--- src/rtl/dmem_pkg.sv ---
// Shared encodings for the load/store unit and the CPU decoder: access sizes,
// controller states, the latched request record and the request error rule.
package dmem_pkg;

   localparam int NUM_LANES = 4;
   localparam int LANE_W    = 8;

   typedef enum logic [1:0] {
      SZ_BYTE = 2'b00,
      SZ_HALF = 2'b01,
      SZ_WORD = 2'b10,
      SZ_RSVD = 2'b11
   } size_e;

   typedef enum logic [1:0] {
      ST_IDLE  = 2'b00,
      ST_READ  = 2'b01,
      ST_WRITE = 2'b10,
      ST_RESP  = 2'b11
   } state_e;

   // Only the byte offset and the low half of store data are needed after accept.
   typedef struct packed {
      logic        we;
      size_e       size;
      logic        uns;
      logic [1:0]  off;
      logic [15:0] wdata;
   } req_t;

   function automatic logic addr_err(input size_e size, input logic [31:0] addr,
                                     input int addr_w);
      logic bad;
      case (size)
         SZ_BYTE: bad = 1'b0;
         SZ_HALF: bad = addr[0];
         SZ_WORD: bad = |addr[1:0];
         default: bad = 1'b1;
      endcase
      return bad | ((addr >> (addr_w + 2)) != 32'd0);
   endfunction

endpackage

--- src/rtl/lsu_lane.sv ---
// Byte-lane datapath: extracts/extends a sub-word load from a memory word and
// merges sub-word store data into that word for read-modify-write.
module lsu_lane
   import dmem_pkg::*;
(
   input  size_e       size,
   input  logic        uns,
   input  logic [1:0]  off,
   input  logic [31:0] rword,
   input  logic [15:0] wdata,
   output logic [31:0] ldata,
   output logic [31:0] mword
);

   logic [NUM_LANES-1:0]        be;
   logic [NUM_LANES*LANE_W-1:0] wrep;
   logic [31:0]                 sh;

   assign sh = rword >> {off, 3'b000};

   always_comb begin
      be    = '0;
      wrep  = {2{wdata}};
      ldata = sh;
      case (size)
         SZ_BYTE: begin
            be    = 4'b0001 << off;
            wrep  = {4{wdata[7:0]}};
            ldata = {{24{~uns & sh[7]}}, sh[7:0]};
         end
         SZ_HALF: begin
            be    = off[1] ? 4'b1100 : 4'b0011;
            ldata = {{16{~uns & sh[15]}}, sh[15:0]};
         end
         default: ;
      endcase
   end

   for (genvar i = 0; i < NUM_LANES; i++) begin : g_lane
      assign mword[i*LANE_W +: LANE_W] = be[i] ? wrep[i*LANE_W +: LANE_W]
                                               : rword[i*LANE_W +: LANE_W];
   end

endmodule

--- src/rtl/lsu_dmem.sv ---
// Load/store controller for a single-port word memory: one request at a time,
// sub-word stores done as read-modify-write, all outputs registered.
module lsu_dmem
   import dmem_pkg::*;
#(
   parameter int ADDR_W = 10
) (
   input  logic        clk,
   input  logic        rst_n,
   input  logic        req_valid,
   output logic        req_ready,
   input  logic        req_we,
   input  logic [1:0]  req_size,
   input  logic        req_unsigned,
   input  logic [31:0] req_addr,
   input  logic [31:0] req_wdata,
   output logic        rsp_valid,
   output logic [31:0] rsp_rdata,
   output logic        rsp_err,
   output logic [31:0] mem_addr,
   output logic [31:0] mem_data_w,
   output logic        mem_rw,
   input  logic [31:0] mem_data_r
);

   state_e      state;
   req_t        r;
   logic [31:0] ldata;
   logic [31:0] mword;

   assign req_ready = rst_n && (state == ST_IDLE);

   lsu_lane u_lane (
      .size  (r.size),
      .uns   (r.uns),
      .off   (r.off),
      .rword (mem_data_r),
      .wdata (r.wdata),
      .ldata (ldata),
      .mword (mword)
   );

   always_ff @(posedge clk) begin
      if (!rst_n) begin
         state      <= ST_IDLE;
         r          <= '0;
         rsp_valid  <= 1'b0;
         rsp_rdata  <= '0;
         rsp_err    <= 1'b0;
         mem_rw     <= 1'b0;
         mem_addr   <= '0;
         mem_data_w <= '0;
      end else begin
         case (state)
            ST_IDLE: begin
               rsp_valid <= 1'b0;
               mem_rw    <= 1'b0;
               if (req_valid) begin
                  r <= '{we: req_we, size: size_e'(req_size), uns: req_unsigned,
                         off: req_addr[1:0], wdata: req_wdata[15:0]};
                  mem_addr <= {{(32-ADDR_W){1'b0}}, req_addr[ADDR_W+1:2]};
                  if (addr_err(size_e'(req_size), req_addr, ADDR_W)) begin
                     state     <= ST_RESP;
                     rsp_valid <= 1'b1;
                     rsp_err   <= 1'b1;
                     rsp_rdata <= '0;
                  end else if (req_we && size_e'(req_size) == SZ_WORD) begin
                     // Full-word store skips the read and writes directly.
                     state      <= ST_WRITE;
                     mem_rw     <= 1'b1;
                     mem_data_w <= req_wdata;
                  end else begin
                     state <= ST_READ;
                  end
               end
            end
            ST_READ: begin
               mem_data_w <= mword;
               if (r.we) begin
                  state  <= ST_WRITE;
                  mem_rw <= 1'b1;
               end else begin
                  state     <= ST_RESP;
                  rsp_valid <= 1'b1;
                  rsp_err   <= 1'b0;
                  rsp_rdata <= ldata;
               end
            end
            ST_WRITE: begin
               mem_rw    <= 1'b0;
               state     <= ST_RESP;
               rsp_valid <= 1'b1;
               rsp_err   <= 1'b0;
               rsp_rdata <= '0;
            end
            default: begin
               rsp_valid <= 1'b0;
               rsp_err   <= 1'b0;
               rsp_rdata <= '0;
               state     <= ST_IDLE;
            end
         endcase
      end
   end

endmodule

--- config.mk ---
export PLATFORM = sky130hd
export DESIGN_NAME = lsu_dmem
export DESIGN_NICKNAME = d
export VERILOG_FILES = /design/src/rtl/dmem_pkg.sv /design/src/rtl/lsu_lane.sv /design/src/rtl/lsu_dmem.sv
export SDC_FILE = /design/constraint.sdc
export NUM_CORES = 1
export LEC_CHECK = 0
export ABC_CLOCK_PERIOD_IN_PS = 2000
export CORE_UTILIZATION = 46
export DETAILED_ROUTE_END_ITERATION = 10
export GPL_TIMING_DRIVEN = 0
export PLACE_DENSITY_LB_ADDON = 0.3
export SYNTH_ARGS = -nofsm -noshare
export SYNTH_HDL_FRONTEND = slang
export SYNTH_HIERARCHICAL = 1
export SYNTH_SLANG_ARGS = --single-unit
--- constraint.sdc ---
create_clock -name clk -period 2 [get_ports clk]
set_input_delay 0.4 -clock clk [delete_from_list [all_inputs] [get_ports clk]]
set_output_delay 0.4 -clock clk [all_outputs]
set_load 0.05 [all_outputs]
## After elaboration in Yosys (flattened, before gate mapping)

Index checks and enable logic that the tools add are counted.
W data, S select, Z words.

- Register bits: 101
- Input port bits: 103
- Output and inout bits: 100
- Word-level logic and storage cells: 80

- Equality and inequality tests: 11
- Shift operators: 2
- Multiplexer cells: 38
- Bitwise logic cells: 4
- Reduce and logical (&&, ||, !) cells: 13

Operator list:

| cell | count |
|---|---|
| $mux W32 | 7 |
| $pmux W32 S2 | 3 |
| $mux W8 | 4 |
| $reduce_bool A32 Y1 | 1 |
| $shr A32 B5 Y32 | 1 |
| $mux W1 | 14 |
| $pmux W1 S3 | 3 |
| $ne A2 B2 Y1 const B | 4 |
| $pmux W4 S2 | 1 |
| $eq A2 B1 Y1 const B | 3 |
| $logic_not A2 Y1 | 3 |
| $mux W2 | 3 |
| $pmux W2 S3 | 1 |
| $eq A2 B2 Y1 const B | 2 |
| $mux W4 | 1 |
| $ne A2 B1 Y1 const B | 2 |
| $reduce_and A2 Y1 | 2 |
| $reduce_and A4 Y1 | 1 |
| $shl A1 B2 Y4 const A | 1 |
| $reduce_and A3 Y1 | 1 |
| $reduce_bool A3 Y1 | 1 |
| $and A1 B1 Y1 | 2 |
| $logic_and A1 B1 Y1 | 2 |
| $pmux W1 S2 | 1 |
| 4 further kinds | 4 |

## Logic depth before layout (Yosys ltp)

Gate-level depths: netlist of the first run.

- Depth in word-level cells: 9
- Gate-level depth with buffers: 8
- Depth with buffers taken out: 6

## By module

Netlist of the first run, hierarchy kept.

Modules (own cells, without submodules):

| module | instances | cells an instance | area each (um^2) | seq. area each (um^2) |
|---|---|---|---|---|
| lsu_dmem | 1 | 444 | 4429.2 | 2021.9 |
| lsu_lane | 1 | 154 | 1321.3 | 0.0 |

## Worst setup path before layout of the first run

Ideal clock, no wire load.

- Path kind: reg2reg
- From: register state[0]
- To: register rsp_rdata[0]
- Library setup time: 0.060 ns
- Arrival: 2.016 ns
- Setup slack: -0.077 ns
- Cell stages (with the launch flop): 8
- Path buffers: 1
- Clock period less this slack: 2.077 ns
- Cell sequence: dfxtp_1 -> inv_1 -> ha_1 -> inv_1 -> nor2_1 -> a31o_2 -> buf_4 -> a22o_1

- Longest elaborated chain between the ends: 3

Ends and longest elaborated chain:

| what | RTL line | source |
|---|---|---|
| start: declaration | lsu_dmem.sv:26 | `state_e state;` |
| start signal: assignment | lsu_dmem.sv:45 | `state <= ST_IDLE;` |
| start signal: assignment | lsu_dmem.sv:63 | `state <= ST_RESP;` |
| start signal: assignment | lsu_dmem.sv:69 | `state <= ST_WRITE;` |
| $eq A2 B1 Y1 or $logic_not A2 Y1 (tied branches) | lsu_dmem.sv:54 | `case (state)` |
| $ne A2 B2 Y1 (no source line) or $ne A2 B1 Y1 (tied branches) | n/a |  |
| $reduce_and A3 Y1 (no source line) | n/a |  |
| end signal: assignment | lsu_dmem.sv:86 | `rsp_rdata <= ldata;` |
| end: declaration | lsu_dmem.sv:18 | `output logic [31:0] rsp_rdata,` |

Parallel ways exist; a longest one is shown, timed or not.
A chain may end at the register's enable or synchronous reset.

## Worst setup path in the final report of the first run

- From: input req_addr[30]
- To: register rsp_rdata[25]

- Longest elaborated chain between the ends: 4

Ends and longest elaborated chain:

| what | RTL line | source |
|---|---|---|
| start: declaration | lsu_dmem.sv:15 | `input logic [31:0] req_addr,` |
| $reduce_bool A32 Y1 | dmem_pkg.sv:40 | `return bad \| ((addr >> (addr_w + 2)) != 32'd0);` |
| $or A1 B1 Y1 | dmem_pkg.sv:40 |  |
| $ne A2 B1 Y1 (no source line) | n/a |  |
| $reduce_and A3 Y1 (no source line) | n/a |  |

No other way between the ends.

==> key figures, run 1 <==
Critical path
  • Critical Path, Cell by Cell: dlygate4sd2_1 -> or4_4 -> buf_6 -> nor4_4 -> a21oi_4 -> buf_2 -> a22o_1
  • Crit path buffers/inverters: 3
  • CP max FO: 5
  • Crit path DAT: 2.20 ns
  • Top delay family on crit path: simple AND/OR/NAND/NOR gates
  • FF-to-FF path depth: 7
  • Worst r2r src: r[19]
  • Crit. End Element: flip-flop
  • FF-to-FF setup slack: 0.06 ns
  • Reg-to-Reg End: mem_data_w[29]
  • Crit Path Class: in -> reg
  • Delay of the slowest critical-path stage: 0.56 ns
  • Startpoint types: input pin
  • CP max stage cell: or4_4
  • WP data required: 2.24 ns

Route
  • Routed WL per cell: 18.4 microns
  • WL final: about 18000 microns
  • Metal2 WL: ~8600 microns
  • DRC viols: 0
  • DRT antenna net count: 0
  • Met3 wire len: 1180 microns
  • Uppermost layer routed: met4
  • Vias: 5401
  • Iteration-0 DRC Markers: approximately 400
  • Wl on met1: 7750 microns
  • 1st-pass router iterations: 5
  • Vias/cell: 5.46

CTS
  • Worst-path clk slew: about 0.06 ns
  • Clock Tree Root: clkbuf_16
  • # clock sinks: about 100
  • H-tree levels: 3
  • Clock Latency Late Sink: 0.35 ns
  • CTS max path bufs: 2
  • Total CTS buffers: 9
  • TritonCTS clock tree: built
  • Post-CTS Hold Buffers: 0

Hold path
  • Hold Startpoint: mem_addr[0]
  • Min-delay worst type: reg -> reg
  • Worst hold path depth: 2
  • WHS Endpoint: mem_addr[0]

STA
  • Final Setup Violations: 0
  • Fin. Hold Viols: 0
  • Worst Skew: around 0.008 ns
  • Max Freq: a little over 500 MHz
  • Final min period: 1.96 ns
  • Smallest hold slack: 0.461 ns
  • Fin crit share: between 90% and 100%
  • Setup TNS: 0 ns
  • Pins over their slew limit: 0
  • Max transition margin: between 40% and 50%
  • Worst Max-Slew Pin Slew: approximately 0.85 ns

Pwr
  • Internal power: 5.80 mW
  • Comb power frac: 57.6%
  • PwrDens: 1270 nW/um^2
  • Clk pwr share: 16.2%
  • Pleak: 3.11 nW
  • Share of power burned in registers: 26.3%
  • VDD IR-drop max: just over 0.0009 V
  • Total power: 10.6 mW
  • Sw Share: 45.3%
  • P_sw: slightly below 5 mW

Place
  • Placer Congestion: 0.934
  • Placed inst area: between 7000 and 8000 sq um
  • HPWL after DPL: 14100 microns
  • PortBufs: 180

Final layout
  • Layout area overhead: 45.5%
  • Final net count: 924
  • Layout cells sized above 1: between 20% and 30%
  • Post-layout util: between 60% and 70%
  • Antenna cells: 0
  • Fill cell count: 960
  • Cell area after layout: 8370 sq um

Floorplanning
  • Boundary Pins: 203
  • Starting Density: 47.5%
  • Die area: 13000 sq um
  • Num rows: 40
  • Die Width: roughly 110 microns
  • Core ar.: 12100 sq um
  • Die Y: 114 microns

Logic synthesis
  • Netlist Area Pre-Place: about 5800 sq um
  • Mapped Cells: 598
  • Avg Cell Area, Syn: 9.62 sq um
  • Synth warn: 6
  • Number of synthesized flops with an enable pin: 0
  • Seq/Total Area, Yosys: 35.2%
  • Post-synth ARST share: 0%
  • Post-synthesis register bit count: 101
  • Synth Flop Type: dfxtp_1
  • Distinct cells, synth: 56

GRT
  • Pin count of the biggest net entering global routing: 19
  • Overflow after GRT: 0
  • Initial antenna violation count: 0
  • Global-route usage over all layers: 27.9%
  • First-pass GRT wire length: between 20000 and 30000 microns
  • Vias in the first global route: around 5300

Status
  • Status: finished, final reports clean

Flow run
  • Maxcap violations: 0
## worst max-delay path by stage
stage / slack (ns) / start / end / cells after the start
2_1_floorplan: 0.10 / req_addr[13] / mem_data_w[16] / 5
3_3_place_gp: -0.50 / rst_n / req_ready / 4
3_5_place_dp: -0.50 / rst_n / req_ready / 4
4_1_cts: 0.007 / state[0] / req_ready / 5
5_1_grt: -0.08 / state[0] / mem_addr[1] / 7
6_report: 0.04 / req_addr[30] / rsp_rdata[25] / 7
## worst reg2reg max path, cell delays in order, from the launching register on
cell      delay (ns)
dfxtp_1         0.32
buf_6           0.15
nor2_4          0.16
buf_6           0.17
mux2_2          0.35
mux2_2          0.27
mux2i_1         0.26
a221oi_2        0.11
## registers in the layout (all words and copies together), names as in the netlist
name        cells
mem_data_w     32
rsp_rdata      32
r              22
mem_addr       10
state           2
mem_rw          1
rsp_err         1
rsp_valid       1
## logic make-up (layout without fill, tap and decap cells)
logic type | count (synthesis) | after routing | synth area share, %
AO/OA/AOI/OAI | 168 | 168 | 25.1
XOR/XNOR | 1 | 1 | 0.152
adder cells (fa/ha/maj) | 4 | 4 | 0.870
buffers and inverters | 76 | 279 | 8.77
flip-flops | 101 | 101 | 35.2
multiplexers | 90 | 90 | 16.8
other | 1 | 22 | 0.0652
AND/OR/NAND/NOR | 157 | 157 | 13.1
## cell usage after synthesis, types with 2 or more instances
cell / n / area (sq um)
mux2i_1: 48 / 480
mux2_2: 36 / 405
o211ai_1: 4 / 30.0
a22o_1: 32 / 280
nand2_1: 70 / 263
a31o_2: 2 / 17.5
a221oi_1: 3 / 26.3
mux2_4: 3 / 45.0
o2bb2ai_1: 8 / 70.1
nor2b_1: 12 / 75.1
buf_6: 11 / 124
or2_2: 7 / 43.8
nor2_1: 45 / 169
o22ai_1: 8 / 50.1
ha_1: 4 / 50.1
clkbuf_1: 22 / 82.6
a211oi_1: 7 / 52.6
nand2b_1: 5 / 31.3
a21oi_1: 61 / 305
dfxtp_1: 101 / 2020
o21ai_0: 3 / 15.0
a221oi_2: 30 / 450
buf_4: 27 / 203
buf_2: 3 / 15.0
a21oi_2: 2 / 17.5
nor4_1: 2 / 12.5
clkbuf_8: 3 / 41.3
inv_1: 6 / 22.5
or4_4: 3 / 33.8
mux2_1: 3 / 33.8
nor3_4: 2 / 32.5
## cell usage in the layout (no fill, tap or decap), types with 22 or more instances in the layout
cell type        synthesis  final
a21oi_1                 61     61
a221oi_2                30     31
a22o_1                  32     32
buf_4                   27     30
clkdlybuf4s50_1          0    168
conb_1                   1     22
dfxtp_1                101    100
mux2_2                  36     36
mux2i_1                 48     45
nand2_1                 70     68
nor2_1                  45     44
## power groups by stage
| stage | Clock, mW | Sequential, mW | Combinational (mW) |
|---|---|---|---|
| after floorplan | 0 | 3.98 | 2.89 |
| after global placement | 0 | 2.79 | 5.60 |
| after detailed placement | 0 | 2.81 | 5.72 |
| after CTS | 1.73 | 2.78 | 5.93 |
| after global routing | 1.82 | 2.84 | 6.46 |
| final | 1.71 | 2.79 | 6.11 |
## cell type report
class	instances	area, sq um	area share, %
buffer	67	518	6.19
clock buffer	10	239	2.86
clock inverter	6	52.6	0.628
inverter	8	30.0	0.359
multi-input combinational	442	3420	40.9
sequential	101	2020	24.2
tap	168	210	2.51
timing repair buffer	188	1880	22.4
## repair_timing
item | 4_1_cts | 5_1_grt
gates resized for setup | 35 | 24
buffers inserted | 2 | 2
gates cloned | 3 | 1
pin swaps | 7 | 9
endpoints found under the setup margin | 62 | 87
## metal layers
metal | vias to the layer above | GRT usage (%)
li1 | 2579 | -
met1 | 2548 | 34.9
met2 | 225 | 46.3
met3 | 49 | 5.37
met4 | 0 | 13.2
met5 | - | 0
## metrics by stage
step           cells  worst slack [ns]
5_1_grt          990           -0.0760
3_5_place_dp     967            -0.499
3_3_place_gp     967            -0.495
6_report         990            0.0436
4_1_cts          987           0.00704
2_1_floorplan    619             0.102
Power figures use the tool's default switching activity.
==> run 2: changes to the inputs <==
CORE_UTILIZATION = 60   (was 46)
DONT_BUFFER_PORTS = 1   (was not set)
==> key figures, run 2 (synthesized netlist as in run 1, its figures left out) <==
Place
  • Post-Place Worst Slack: -0.120 ns (+0.380 ns)
  • HPWL after DPL: 12500 microns (-11%)
  • Placer Congestion: 0.901 (-3.5%)
  • PortBufs: 0 (-100%)

Pwr
  • Comb power frac: 41.3% (-16 points)
  • PwrDens: 1430 nW/um^2 (+13%)
  • VDD IR-drop max: 0.00122 V (+35%)
  • Share of power burned in registers: 45.6% (+19 points)
  • Internal power: 4.49 mW (-23%)
  • Clk pwr share: 13.1% (-3.1 points)
  • P_sw: 4.45 mW (-7.4%)
  • Pleak: 2.30 nW (-26%)
  • Sw Share: 49.8% (+4.5 points)

Critical path
  • Critical Path, Cell by Cell: buf_6 -> inv_2 -> o21ai_4 -> mux2_2 -> mux2i_1 -> a221oi_2
  • Startpoint types: flip-flop
  • Crit path DAT: 2.14 ns (-0.06 ns)
  • Crit Path Class: reg -> reg
  • CP max FO: 10 (+5)
  • WP data required: 2.22 ns (-0.02 ns)
  • FF-to-FF setup slack: 0.08 ns (+0.02 ns)
  • Worst r2r src: r[16]
  • Critical path launch point: r[16]
  • CP max stage cell: dfxtp_2
  • Worst setup endpoint: mem_data_w[5]
  • Reg-to-Reg End: mem_data_w[5]
  • Delay of the slowest critical-path stage: 0.44 ns (-0.12 ns)
  • Crit. End Element: flip-flop
  • FF-to-FF path depth: 6 (-1)

Route
  • Iteration-0 DRC Markers: 255 (-36%)
  • 1st-pass router iterations: 5 (unchanged)
  • Routed WL per cell: 20.7 microns (+12%)
  • Vias/cell: 6.10 (+12%)
  • WL final: 15800 microns (-13%)
  • DRC viols: 0 (unchanged)
  • Vias: 4662 (-14%)
  • DRT antenna net count: 0 (unchanged)

STA
  • Worst Skew: 0.0193 ns (+0.0113 ns)
  • Worst Max-Slew Pin Slew: 0.841 ns (-0.00424 ns)
  • Pins over their slew limit: 0 (unchanged)
  • Fin. Hold Viols: 0 (unchanged)
  • Setup TNS: 0 ns (unchanged)
  • Max transition margin: 43.9% (+0.28 points)
  • Final min period: 1.92 ns (-0.0346 ns)
  • Final Setup Violations: 0 (unchanged)
  • Unrepaired setup endpoints after global routing: yes
  • Worst Setup Slack, final: 0.0782 ns (+0.0346 ns)
  • Max Freq: 520 MHz (+1.8%)
  • Fin crit share: 96.1% (-1.7 points)

CTS
  • H-tree levels: 3 (unchanged)
  • Clock Latency Late Sink: 0.37 ns (+0.02 ns)
  • # clock sinks: 101 (unchanged)
  • Total CTS buffers: 9 (unchanged)
  • Worst-path clk slew: 0.11 ns (+0.05 ns)
  • CTS max path bufs: 2 (unchanged)
  • Clock Tree Root: clkbuf_8
  • TritonCTS clock tree: built

Final layout
  • Final net count: 737 (-20%)
  • Post-layout util: 67.3% (-1.8 points)
  • Antenna cells: 0 (unchanged)
  • Largest registers: mem_data_w x32, rsp_rdata x32, r x22
  • Leading cell type in the layout, fill and taps excluded: dfxtp_1
  • Most frequent cells in the layout: dfxtp_1 (99), nand2_1 (69), a21oi_1 (61)
  • Layout area overhead: 8.66%
  • Fill cell count: 763 (-21%)
  • Layout cells sized above 1: 26.9% (+3.8 points)

GRT
  • Overflow after GRT: 0 (unchanged)
  • Initial antenna violation count: 0 (unchanged)
  • Pin count of the biggest net entering global routing: 17 (-2)
  • Global-route usage over all layers: 31.3% (+3.4 points)
  • First-pass GRT wire length: 23900 microns (-13%)
  • Vias in the first global route: 4497 (-15%)

Floorplanning
  • Boundary Pins: 203 (unchanged)
  • Die Width: 99.9 microns (-12%)
  • Die Y: 99.9 microns (-12%)
  • Num rows: 35 (-13%)
  • Die area: 9980 sq um (-23%)
  • Starting Density: 61.9% (+14 points)
  • Core ar.: 9280 sq um (-23%)

Hold path
  • Worst hold path depth: 2 (unchanged)
  • Min-delay worst type: in -> reg
  • Hold Startpoint: req_addr[0]

Flow run
  • Maxcap violations: 0 (unchanged)

Status
  • Status: finished, final reports clean
run 2: changes by cell type in the layout (fill, tap and decap cells not counted), sizes merged:
| cell | change |
|---|---|
| clkinv | +2 |
| dlymetal6s2s | -2 |
| inv | -2 |
| buf | -6 |
| dlygate4sd2 | -9 |
| clkbuf | -1 |
| clkdlybuf4s50 | -168 |
| clkinvlp | -1 |
run 2: layout make-up:
| type | instances | area (sq um) | area share [%] |
|---|---|---|---|
| multi-input combinational | 442 | 3380 | 54.0 |
| sequential | 101 | 2030 | 32.4 |
| buffer | 68 | 487 | 7.79 |
| tap | 129 | 161 | 2.58 |
| clock buffer | 11 | 131 | 2.10 |
| clock inverter | 5 | 35.0 | 0.561 |
| inverter | 8 | 30.0 | 0.481 |
run 2: per-layer routing:
metal | share of wire, % | GRT usage [%]
met1 | 39 | 36.9
met2 | 47 | 51.9
met3 | 10 | 10.5
met4 | 3.1 | 13.8
met5 | 0 | 0
run 2: worst min-delay path by stage:
| stage | end | slack, ns |
|---|---|---|
| after floorplan | r[10] | 0.43 |
| after global placement | r[8] | 0.45 |
| after detailed placement | r[10] | 0.45 |
| after CTS | mem_addr[4] | 0.14 |
| after global routing | r[16] | 0.13 |
| final | r[16] | 0.15 |
run 2: stage by stage:
| step | instance area [sq um] | power (mW) | hold slack (ns) | std cells |
|---|---|---|---|---|
| finish | 6250 | 8.94 | 0.146 | 764 |
| global route | 6250 | 9.37 | 0.128 | 764 |
| CTS | 6190 | 8.80 | 0.144 | 764 |
| detailed placement | 5990 | 7.62 | 0.450 | 748 |
| global placement | 5990 | 7.46 | 0.448 | 748 |
| floorplan | 5830 | 6.87 | 0.434 | 619 |
run 2: critical path, delay by kind of cell (launching register included):
kind | cells | cell delay [ns]
AOI/OAI and AO/OA | 2 | 0.43
DFF | 1 | 0.44
muxes | 2 | 0.65
buffers and inverters | 2 | 0.24
run 2: power groups by stage:
stage               Clock, mW  Combinational [mW]  Sequential (mW)
finish                   1.17                3.69             4.08
global route             1.26                3.98             4.13
CTS                      1.17                3.56             4.07
detailed placement          0                3.51             4.11
global placement            0                3.37             4.09
floorplan                   0                2.89             3.98
run 2: repair_timing:
item	4_1_cts	5_1_grt
setup buffers	0	0
endpoints found under the hold margin	0	0
hold buffers	0	0
gates resized for setup	11	16
pin swaps	1	0
endpoints found under the setup margin	62	67
